$ cat config.mk
export PLATFORM = sky130hd
export DESIGN_NAME = tnn_neuron_sched
export DESIGN_NICKNAME = d
export VERILOG_FILES = /design/src/rtl/tnn_neuron_sched.sv
export SDC_FILE = /design/constraint.sdc
export NUM_CORES = 1
export LEC_CHECK = 0
export CAP_MARGIN = 5
export CORE_ASPECT_RATIO = 1.5
export CORE_MARGIN = 5
export CORE_UTILIZATION = 40
export DETAILED_ROUTE_END_ITERATION = 10
export GPL_ROUTABILITY_DRIVEN = 1
export PLACE_DENSITY = 0.73
export SYNTH_ARGS = -nofsm -noshare
export SYNTH_HDL_FRONTEND = slang
export SYNTH_SLANG_ARGS = --single-unit
export TNS_END_PERCENT = 5
$ cat constraint.sdc
create_clock -name clk -period 4.15 [get_ports clk]
set_clock_uncertainty 0.05 [all_clocks]
set_input_delay 0.6225 -clock clk [delete_from_list [all_inputs] [get_ports clk]]
set_output_delay 0.6225 -clock clk [all_outputs]
set_load 0.02 [all_outputs]
$ cat src/rtl/tnn_neuron_sched.sv
// Scheduler that time-multiplexes one shared TNN comparator across a layer's neurons and
// packs the result bits into a layer word. Optional macro: TNN_SCHED_EXACT_CHECK_EN.
module tnn_neuron_sched #(
    parameter int unsigned IN_W      = 3,
    parameter int unsigned N_NEURONS = 8,
    localparam int unsigned CntW     = $clog2(N_NEURONS + 1)
) (
    input  logic                 clk,
    input  logic                 rst,
    input  logic                 in_valid,
    output logic                 in_ready,
    input  logic [IN_W-1:0]      in_a,
    input  logic [IN_W-1:0]      in_b,
    input  logic [IN_W-1:0]      in_c,
    input  logic                 in_last,
    output logic [IN_W-1:0]      cmp_a,
    output logic [IN_W-1:0]      cmp_b,
    output logic [IN_W-1:0]      cmp_c,
    input  logic                 cmp_out,
    output logic                 out_valid,
    input  logic                 out_ready,
    output logic [N_NEURONS-1:0] out_bits,
    output logic [CntW-1:0]      out_count,
    output logic                 busy
`ifdef TNN_SCHED_EXACT_CHECK_EN
    ,
    output logic [15:0]          mismatch_cnt,
    output logic                 mismatch_word
`endif
);

    localparam int unsigned IdxW = $clog2(N_NEURONS);

    typedef enum logic [1:0] {
        StCollect,
        StFlush,
        StOutput
    } state_e;

    state_e                state_q, state_d;
    logic [IdxW-1:0]       idx_q, idx_d;
    logic [IdxW-1:0]       cap_idx_q, cap_idx_d;
    logic                  cap_pend_q, cap_pend_d;
    logic [IN_W-1:0]       cmp_a_q, cmp_a_d;
    logic [IN_W-1:0]       cmp_b_q, cmp_b_d;
    logic [IN_W-1:0]       cmp_c_q, cmp_c_d;
    logic [N_NEURONS-1:0]  out_bits_q, out_bits_d;
    logic [CntW-1:0]       out_count_q, out_count_d;

    logic accept;
    logic word_end;
    logic handshake;

    assign in_ready  = (state_q == StCollect);
    assign out_valid = (state_q == StOutput);
    assign accept    = in_valid & in_ready;
    assign word_end  = accept & (in_last | (idx_q == IdxW'(N_NEURONS - 1)));
    assign handshake = out_valid & out_ready;

    always_comb begin
        state_d     = state_q;
        idx_d       = idx_q;
        cap_idx_d   = cap_idx_q;
        cap_pend_d  = accept;
        cmp_a_d     = cmp_a_q;
        cmp_b_d     = cmp_b_q;
        cmp_c_d     = cmp_c_q;
        out_bits_d  = out_bits_q;
        out_count_d = out_count_q;

        // Capture of the previous beat overlaps acceptance of the next one.
        if (cap_pend_q) begin
            out_bits_d[cap_idx_q] = cmp_out;
        end

        case (state_q)
            StCollect: begin
                if (accept) begin
                    cmp_a_d   = in_a;
                    cmp_b_d   = in_b;
                    cmp_c_d   = in_c;
                    cap_idx_d = idx_q;
                    idx_d     = idx_q + IdxW'(1);
                    if (word_end) begin
                        idx_d       = '0;
                        out_count_d = CntW'(idx_q) + CntW'(1);
                        state_d     = StFlush;
                    end
                end
            end
            StFlush: begin
                state_d = StOutput;
            end
            StOutput: begin
                if (handshake) begin
                    out_bits_d = '0;
                    state_d    = StCollect;
                end
            end
            default: begin
                state_d = StCollect;
            end
        endcase
    end

    always_ff @(posedge clk or posedge rst) begin
        if (rst) begin
            state_q     <= StCollect;
            idx_q       <= '0;
            cap_idx_q   <= '0;
            cap_pend_q  <= 1'b0;
            cmp_a_q     <= '0;
            cmp_b_q     <= '0;
            cmp_c_q     <= '0;
            out_bits_q  <= '0;
            out_count_q <= '0;
        end else begin
            state_q     <= state_d;
            idx_q       <= idx_d;
            cap_idx_q   <= cap_idx_d;
            cap_pend_q  <= cap_pend_d;
            cmp_a_q     <= cmp_a_d;
            cmp_b_q     <= cmp_b_d;
            cmp_c_q     <= cmp_c_d;
            out_bits_q  <= out_bits_d;
            out_count_q <= out_count_d;
        end
    end

    assign cmp_a     = cmp_a_q;
    assign cmp_b     = cmp_b_q;
    assign cmp_c     = cmp_c_q;
    assign out_bits  = out_bits_q;
    assign out_count = out_count_q;
    assign busy      = !((state_q == StCollect) && (idx_q == '0) && !cap_pend_q);

`ifdef TNN_SCHED_EXACT_CHECK_EN
    logic        exact;
    logic        mismatch;
    logic [15:0] mismatch_cnt_q, mismatch_cnt_d;
    logic        mismatch_word_q, mismatch_word_d;

    // Reference compare uses a widened sum so a+b cannot wrap.
    assign exact    = ({1'b0, cmp_a_q} + {1'b0, cmp_b_q}) >= {1'b0, cmp_c_q};
    assign mismatch = cap_pend_q & (cmp_out != exact);

    always_comb begin
        mismatch_cnt_d  = mismatch_cnt_q;
        mismatch_word_d = mismatch_word_q;
        if (mismatch && (mismatch_cnt_q != 16'hFFFF)) begin
            mismatch_cnt_d = mismatch_cnt_q + 16'd1;
        end
        if (handshake) begin
            mismatch_word_d = 1'b0;
        end else if (mismatch) begin
            mismatch_word_d = 1'b1;
        end
    end

    always_ff @(posedge clk or posedge rst) begin
        if (rst) begin
            mismatch_cnt_q  <= '0;
            mismatch_word_q <= 1'b0;
        end else begin
            mismatch_cnt_q  <= mismatch_cnt_d;
            mismatch_word_q <= mismatch_word_d;
        end
    end

    assign mismatch_cnt  = mismatch_cnt_q;
    assign mismatch_word = mismatch_word_q;
`endif

endmodule

==> run summary <==
H-tree depth = 2
hpwl dp = 2145 um
unrepaired setup endpoints after global routing = no
Leak = 0.8691 nW
R2R cell count = 5
Synth area leaders = dfrtp_1 56%, nand2_1 10%, mux2i_1 5.9%
DR vias = 1,021
total wire length = 2895 um
area of the core = 0.003191 mm^2
pin count of the biggest net entering global routing = 31
setup_tns = 0 ns
RD Place Congestion = 0.6877
post-CTS sizing = 0
CTS clk-pin slew, worst paths = 0.06 ns
DRT Pass-1 Iters = 4
Initial Utilization = 42.20%
min-delay src = cmp_a[1]
Mapped Area = 0.001346 mm^2
pwr/cell area = 571.7 mW/mm^2
Place WS = 1.839 ns
Vias/cell = 4.980
die area = 0.004650 mm^2
Die Span Y = 81.05 um
Max clock buf depth = 2
Synth Flop Type = dfrtp_1
Routed Antenna Nets = 0
largest fanout on the critical path = 5
initial antenna violation count = 0
number of synthesized flops with an enable pin = 0
first-pass GRT wire length = 4968 um
min Tclk post-route = 2.365 ns
Worst Slack Setup Final = 1.785 ns
final hold slack = 0.4270 ns
Power Total = 1.044 mW
sequential-to-total area share from yosys stat = 55.76%
Mean Syn Cell Area = 10.52 um^2
drt drc = 0
Die Wd = 57.37 um
Max-Slew Margin vs Limit = 26.92%
Post-Syn Instances = 128
share of cells above drive strength 1 = 11.52%
Synth-to-Final Area Change = 35.69%
antenna cells = 0
Critical Path Sink Type = output port
drt wl/cell = 14.12 um
Max Cap Viol = 0
synthesis warning total = 0
most frequent cell after synthesis = nand2_1
status = completed
Worst Hold Endpoint = cmp_a[1]
DRT iter0 DRCs = 20
post-CTS setup buffers = 0
Final #Nets = 182
CTS Sinks = 30
ranking of synthesized cells by instance count = 36 x nand2_1, 30 x dfrtp_1, 12 x nor2_1
fin crit share = 56.98%
GRT Util Overall = 14.33%
gr ovfl total = 0
reg-to-reg endpoint = out_count[1]
Yosys reg bits = 30
Fmax achieved = 422.9 MHz
ys async rst share = 100.0%
number of global-route vias before repair = 1,078
number of buffers added on ports = 38
Final setup viols = 0
Worst Tran Pin Value = 1.095 ns
CP required = 3.48 ns
Worst Hold Class = reg2reg
Worst R2R Start = idx_q[0]
critical path class = reg2out
Reg2Reg Setup Slack = 2.36 ns
CTS Root Buffer Type = clkbuf_8
Synth area leader = dfrtp_1
CP Launch Type = flip-flop
post-synth top area share = 55.76%
CTS buffer count = 5
Worst VDD drop = 0.2997 mV
I/O pin cnt = 39
post-synthesis cell type count = 23
CTS tree = done
worst skew pair latency = 0.28 ns
Mapped Nets = 146
final core occ = 57.25%
hold-critical path depth = 2
Critical Path AT = 1.69 ns
number of hold violations in the final report = 0
Site Rows = 25
Hold-fix buffers, CTS = 0
Slew Limit Fails = 0
[critical path, stage by stage (launching register included)]
cell and delay [ns]:
dfrtp_1 0.41, inv_1 0.10, ha_1 0.21, nand3_1 0.07, clkdlybuf4s50_1 0.62
[cell families after synthesis]
| group | count (synthesis) | share of synthesized area [%] |
|---|---|---|
| simple gates | 64 | 23.79 |
| buf+inv | 13 | 5.947 |
| compound gates | 6 | 2.416 |
| fa+ha+maj | 3 | 2.788 |
| mux | 12 | 9.294 |
| flops | 30 | 55.76 |
[where the power goes]
part	switching, mW	internal (mW)	leakage, nW
Clock	0.103	0.167	0.0575
Sequential	0.0603	0.365	0.388
Combinational	0.176	0.173	0.424
[flip-flops by register name, indices dropped and copies added, names as in the netlist]
signal      cells
out_bits        8
out_count       4
cap_idx_q       3
cmp_a           3
cmp_b           3
cmp_c           3
idx_q           3
state_q         2
cap_pend_q      1
[worst max-delay path by stage]
stage	cells past startpoint	end	start	slack [ns]
floorplan	2	busy	state_q[1]	2.47
finish	4	busy	idx_q[0]	1.79
global route	4	busy	idx_q[0]	1.73
CTS	4	busy	idx_q[0]	1.78
global placement	4	out_count[2]	in_valid	1.89
detailed placement	4	out_count[1]	in_valid	1.84
[final cells by class]
type,count,area (um^2)
Clock buffer,8,110.1
Inverter,4,20.02
Tap cell,40,50.05
Timing Repair Buffer,38,380.4
Sequential cell,30,750.7
Multi-Input combinational cell,85,515.5
Fill cell,316,1364
[per-layer routing]
metal	GRT usage [%]	part of all wire [%]
met2	26.36	56
met3	5.405	5.5
met5	0	0
met4	6.961	1.9
met1	13.69	36
[per-stage QoR]
stage / cell area [um^2] / std cells
floorplan: 1346 / 128
global placement: 1717 / 197
detailed placement: 1717 / 197
CTS: 1827 / 205
global route: 1827 / 205
finish: 1827 / 205
[cell usage in the layout (no fill, tap or decap)]
cell type and instances:
nor2b_1 1, o31ai_1 1, nand3_1 4, ha_1 3, o21ai_1 1, mux2_2 4, and2_1 1, nor4b_2 1
nor2_4 1, or3b_4 1, clkinv_4 1, nand4b_1 3, o21ai_0 4, clkdlybuf4s50_1 38, nor2_1 12, mux2i_1 8
inv_1 3, nand2_1 36, dfrtp_1 30, and4bb_2 3, clkbuf_8 8, nand4_1 1
(Power assumes the default switching activity.)
